$ cat config.mk
export PLATFORM = sky130hd
export DESIGN_NAME = hazard_controller
export DESIGN_NICKNAME = d
export VERILOG_FILES = /design/src/rtl/hazard_controller.sv
export SDC_FILE = /design/constraint.sdc
export NUM_CORES = 1
export LEC_CHECK = 0
export ABC_CLOCK_PERIOD_IN_PS = 12800
export CORE_MARGIN = 2
export CORE_UTILIZATION = 28
export CTS_CLUSTER_DIAMETER = 80
export DETAILED_ROUTE_END_ITERATION = 12
export HOLD_SLACK_MARGIN = 0.05
export SETUP_SLACK_MARGIN = 0.5
export SKIP_CTS_REPAIR_TIMING = 1
export SLEW_MARGIN = 25
export SYNTH_ARGS = -nofsm -noshare
export SYNTH_HDL_FRONTEND = slang
export SYNTH_SLANG_ARGS = --single-unit
$ cat constraint.sdc
create_clock -name clk -period 12.8 [get_ports clk]
set_clock_uncertainty 0.2 [all_clocks]
set_input_delay 1.92 -clock clk [delete_from_list [all_inputs] [get_ports clk]]
set_output_delay 1.92 -clock clk [all_outputs]
set_load 0.02 [all_outputs]
$ cat src/rtl/hazard_controller.sv
// hazard_controller
//   Pipeline sequencing controller for the five-stage RV32I core.
//   Produces the EX-stage forwarding selects, the per-stage register load
//   and flush controls, tracks freeze / bubble sequencing and keeps
//   wrap-around performance counters.
//
// state | meaning
// ------+---------------------------------------------------------------
// RUN   | normal flow, nothing pending
// FREEZE| a memory wait stalled every stage last cycle
// BUBBLE| a load-use bubble was inserted into EX last cycle
//
// Ports
//   clk, rst                          clock, async active-high reset
//   id_rs1/id_rs2, ex_rs1/ex_rs2      source registers in ID and EX
//   ex_rd/mem_rd/wb_rd (+ *_load_regfile) destinations per stage
//   ex_is_load, ex_br_taken           EX instruction kind / redirect
//   wb_valid                          WB holds a real instruction
//   imem_*/dmem_*                     memory handshakes
//   forwarded_alumux{1,2}_sel         00 regfile, 01 EX/MEM, 10 WB
//   load_*, flush_*                   pipeline register controls
//   perf_*                            event counters
//   state_o                           current FSM state
module hazard_controller #(
   parameter int CNT_W = 32
) (
   input  logic             clk,
   input  logic             rst,
   input  logic [4:0]       id_rs1,
   input  logic [4:0]       id_rs2,
   input  logic [4:0]       ex_rs1,
   input  logic [4:0]       ex_rs2,
   input  logic [4:0]       ex_rd,
   input  logic             ex_load_regfile,
   input  logic             ex_is_load,
   input  logic             ex_br_taken,
   input  logic [4:0]       mem_rd,
   input  logic             mem_load_regfile,
   input  logic [4:0]       wb_rd,
   input  logic             wb_load_regfile,
   input  logic             wb_valid,
   input  logic             imem_read,
   input  logic             imem_resp,
   input  logic             dmem_read,
   input  logic             dmem_write,
   input  logic             dmem_resp,
   output logic [1:0]       forwarded_alumux1_sel,
   output logic [1:0]       forwarded_alumux2_sel,
   output logic             load_pc,
   output logic             load_if_id,
   output logic             load_id_ex,
   output logic             load_ex_mem,
   output logic             load_mem_wb,
   output logic             flush_if_id,
   output logic             flush_id_ex,
   output logic [CNT_W-1:0] perf_mem_stall,
   output logic [CNT_W-1:0] perf_load_use,
   output logic [CNT_W-1:0] perf_flush,
   output logic [CNT_W-1:0] perf_retired,
   output logic [1:0]       state_o
);

   typedef enum logic [1:0] {
      RUN    = 2'b00,
      FREEZE = 2'b01,
      BUBBLE = 2'b10
   } state_t;

   state_t state, state_nx;
   logic   mem_wait;
   logic   lu;
   logic   do_bubble;
   logic   do_flush;

   function automatic logic [1:0] fwd_sel(input logic [4:0] rs);
      // MEM beats WB because it holds the younger value; x0 never forwards.
      if (mem_load_regfile && (mem_rd != 5'd0) && (mem_rd == rs))
         return 2'b01;
      else if (wb_load_regfile && (wb_rd != 5'd0) && (wb_rd == rs))
         return 2'b10;
      else
         return 2'b00;
   endfunction

   assign mem_wait = (imem_read & ~imem_resp) |
                     ((dmem_read | dmem_write) & ~dmem_resp);

   assign lu = ex_is_load & ex_load_regfile & (ex_rd != 5'd0) &
               ((ex_rd == id_rs1) | (ex_rd == id_rs2));

   // A taken branch flushes the dependent ID instruction, so it suppresses
   // the bubble. While frozen the branch stays parked in EX and flushes on
   // the first cycle the wait clears.
   assign do_flush  = ~mem_wait & ex_br_taken;
   assign do_bubble = ~mem_wait & ~ex_br_taken & lu;

   always_comb begin
      forwarded_alumux1_sel = 2'b00;
      forwarded_alumux2_sel = 2'b00;
      if (!rst) begin
         forwarded_alumux1_sel = fwd_sel(ex_rs1);
         forwarded_alumux2_sel = fwd_sel(ex_rs2);
      end
   end

   always_comb begin
      load_pc     = 1'b1;
      load_if_id  = 1'b1;
      load_id_ex  = 1'b1;
      load_ex_mem = 1'b1;
      load_mem_wb = 1'b1;
      flush_if_id = 1'b0;
      flush_id_ex = 1'b0;
      if (rst) begin
         load_pc     = 1'b0;
         load_if_id  = 1'b0;
         load_id_ex  = 1'b0;
         load_ex_mem = 1'b0;
         load_mem_wb = 1'b0;
         flush_if_id = 1'b1;
         flush_id_ex = 1'b1;
      end else if (mem_wait) begin
         load_pc     = 1'b0;
         load_if_id  = 1'b0;
         load_id_ex  = 1'b0;
         load_ex_mem = 1'b0;
         load_mem_wb = 1'b0;
      end else if (ex_br_taken) begin
         flush_if_id = 1'b1;
         flush_id_ex = 1'b1;
      end else if (lu) begin
         load_pc     = 1'b0;
         load_if_id  = 1'b0;
         flush_id_ex = 1'b1;
      end
   end

   always_comb begin
      state_nx = RUN;
      if (mem_wait)
         state_nx = FREEZE;
      else if (lu && !ex_br_taken)
         state_nx = BUBBLE;
   end

   always_ff @(posedge clk or posedge rst) begin
      if (rst)
         state <= RUN;
      else
         state <= state_nx;
   end

   assign state_o = state;

   always_ff @(posedge clk or posedge rst) begin
      if (rst) begin
         perf_mem_stall <= '0;
         perf_load_use  <= '0;
         perf_flush     <= '0;
         perf_retired   <= '0;
      end else begin
         if (mem_wait)
            perf_mem_stall <= perf_mem_stall + CNT_W'(1);
         if (do_bubble)
            perf_load_use <= perf_load_use + CNT_W'(1);
         if (do_flush)
            perf_flush <= perf_flush + CNT_W'(1);
         // load_mem_wb is low during a stall, so a frozen WB counts once.
         if (wb_valid && load_mem_wb)
            perf_retired <= perf_retired + CNT_W'(1);
      end
   end

endmodule

==> metrics.md <==
| Metric | Value |
|---|---|
| # setup viols final | 0 |
| Commonest register cell after synthesis | dfrtp_1 |
| Status | finished, final reports clean |
| Worst path buffer plus inverter count | 3 |
| Yosys reg bits | 130 |
| Power Density | roughly 130 nW/µm² |
| Share of layout cells above drive strength 1 | under 10% |
| Antenna Nets Post-Route | 0 |
| Area contributors post-synth | dfrtp_1, xnor2_1, xor2_1 |
| H-tree levels | 4 |
| CP dominant cell by count | clkdlybuf4s50_1 |
| Die footprint | between 20000 and 25000 µm² |
| Total power | between 1 and 1.5 mW |
| Crit Path Max Fanout | 86 |
| Netlist cell types | ~40 |
| Max Cap Viol | 0 |
| Total leakage power | between 3 and 4 nW |
| Max incr delay on CP | between 0.6 and 0.7 ns |
| Mean routed wirelength per cell | 15.00 µm |
| Post-Layout Cell Count | between 1000 and 1500 |
| CTS root buf | clkbuf_16 |
| CTS buffer count | 17 |
| Post-Synthesis Cells | about 590 |
| Die width | 154.8 µm |
| Core box area | between 20000 and 25000 µm² |
| Endpoints failing hold | 0 |
| Synth warn | 0 |
| Max Clock Freq | between 100 and 150 MHz |
| Met3 Track Usage GR | 4.903% |
| Met1 usage | a little under a fifth |
| Crit path kind | primary input to output pin |
| Skew-Pair Late Insertion Delay | between 0.4 and 0.5 ns |
| Post-synth top area cell | dfrtp_1 |
| Tmin final | about 7 ns |
| Placed insts | roughly 1100 |
| CTS tree | done |
| Tightest Pin Transition | 0.8904 ns |
| Met2 usage | 21.62% |
| I/O Pins | about 190 |
| GRT busiest layer | met2 |
| Startpoint types | primary input |
| First-pass GRT wire length | ~27 mm |
| First-pass iteration count of the detailed router | 4 |
| All-Layer GR Usage | 14.06% |
| Worst Min Path Start | perf_flush[31] |
| Unrepaired setup endpoints after global routing | false |
| Synthesized cell area | approximately 6400 µm² |
| Vert. Die Dim | roughly 150 µm |
| Post-Syn Nets | roughly 640 |
| Initial Utilization | ~28% |
| EDFF count, synth | 0 |
| Required time of the critical path | approximately 11 ns |
| Largest net degree at the start of global routing | 87 |
| Arr. time, crit path | just under 5 ns |
| Family with the most delay on the worst path | buffers and inverters |
| Pins Over Slew Limit | 0 |
| DR vias | roughly 5000 |
| Most instantiated cells after synthesis | dfrtp_1, xnor2_1, xor2_1, nand2_1, nand3_1 |
| Antenna cells | 0 |
| CTS clk-pin slew, worst paths | roughly 0.06 ns |
| Initial antenna violation count | 0 |
| HPWL after DPL | about 12 mm |
| Async set-reset flop share out of synthesis | between 90% and 100% |
| GP Congestion | a little under 0.8 |
| Top-area cell type share of the netlist area | around half |
| Area Growth Syn to Fin | 43.93% |
| CTS max path bufs | 2 |
| Grt ovf | 0 |
| Row Count | 55 |
| Worst path cell trace | clkdlybuf4s50_1 > inv_6 > o211ai_1 > or4_1 > nor4_1 > clkdlybuf4s50_1 |
| Hold Path Class | register to register |
| Final wirelength | between 15 and 20 mm |
| Worst R2R Start | perf_mem_stall[0] |
| Syn Area/Cell | between 10 and 15 µm² |
| Slew HR | between 40 and 50% |
| Nets | about 840 |
| Most frequent cell after synthesis | dfrtp_1 |
| Worst setup EP type | output pin |
| Period utilization | about 55% |
| Vias in the first global route | between 5000 and 6000 |
| Initial DRC Count | about 160 |
| Setup TNS | 0 ns |
| Via-to-Cell Ratio | about 4.6 |
| Worst Setup SP | rst |
| Worst VDD drop | ~75 µV |
| CP max stage cell | clkdlybuf4s50_1 |
| Number of port buffers | 188 |
| Register area share after synthesis | 51.10% |
| Clock sinks | 130 |
| # DRC | 0 |
registers in the layout, summed over array words and instances, names as in the netlist:
register / cells
perf_flush: 32
perf_load_use: 32
perf_mem_stall: 32
perf_retired: 32
state_o: 2
layout make-up:
| cell class | instances | area, µm² |
|---|---|---|
| Sequential cell | 130 | 3253 |
| Multi-Input combinational cell | 436 | 2998 |
| Timing Repair Buffer | 190 | 1897 |
| Clock inverter | 15 | 182.7 |
| Tap cell | 285 | 356.6 |
| Inverter | 12 | 50.05 |
| Clock buffer | 17 | 425.4 |
| Fill cell | 2165 | 13340 |
power breakdown:
part	switching, mW	leakage [nW]	internal [mW]
combinational	0.0981	1.90	0.0930
sequential	0.0424	1.74	0.438
clock	0.192	0.286	0.308
cell families after synthesis:
family | synth area share, %
AOI/OAI and AO/OA | 1.592
and+or+nand+nor | 22.92
buffers and inverters | 1.887
xor gates and xnor gates | 21.19
adders and majority gates | 0.7862
muxes | 0.5306
DFF | 51.10
placed cells by master (no fill, tap or decap), types with 2 or more instances in the layout:
master             n
clkdlybuf4s50_1  188
dfrtp_1          130
xnor2_1           88
xor2_1            66
nand2_1           47
nand3_1           47
nand4_1           35
nor2_1            31
nor3_1            30
and3_1            23
clkbuf_16         17
nor4_1            13
inv_1             11
and4_1            11
or2_2              4
nor3_2             4
or4_1              4
inv_6              4
ha_1               4
clkinvlp_4         4
nand4_2            3
and2_1             3
mux2_2             3
bufinv_16          3
clkinv_4           3
nand2b_1           2
clkinv_2           2
buf_4              2
metrics by stage:
step | worst slack (ns) | util (%) | area [µm²] | hold WS [ns]
global route | 5.501 | 40.72 | 9163 | 0.3019
global placement | 5.799 | 38.02 | 8554 | 0.2612
CTS | 5.703 | 40.72 | 9163 | 0.2750
finish | 5.817 | 40.72 | 9163 | 0.2749
floorplan | 4.508 | - | 6366 | 0.3777
detailed placement | 5.708 | 38.02 | 8554 | 0.2672
path summary, 6_finish.rpt:
| path | slack (ns) | endpoint | depth (start not counted) |
|---|---|---|---|
| max reg2reg | 10.45 | perf_mem_stall[24] | 6 |
| max in group asynchronous | 9.30 | perf_mem_stall[29] | 3 |
| min reg2reg | 0.27 | perf_flush[31] | 1 |
| min in group asynchronous | 1.96 | perf_load_use[25] | 2 |
| max | 5.82 | forwarded_alumux2_sel[1] | 6 |
| min | 0.27 | perf_flush[31] | 1 |
metal layers:
layer  wire, µm  share of wire, %  vias to the layer above
met3       1143               7.0                       20
met4        274               1.7                        0
met2       7411                46                      150
met1       7442                46                     2417
met5          0                 0                        -
li1           -                 -                     2448
(Power assumes the default switching activity.)
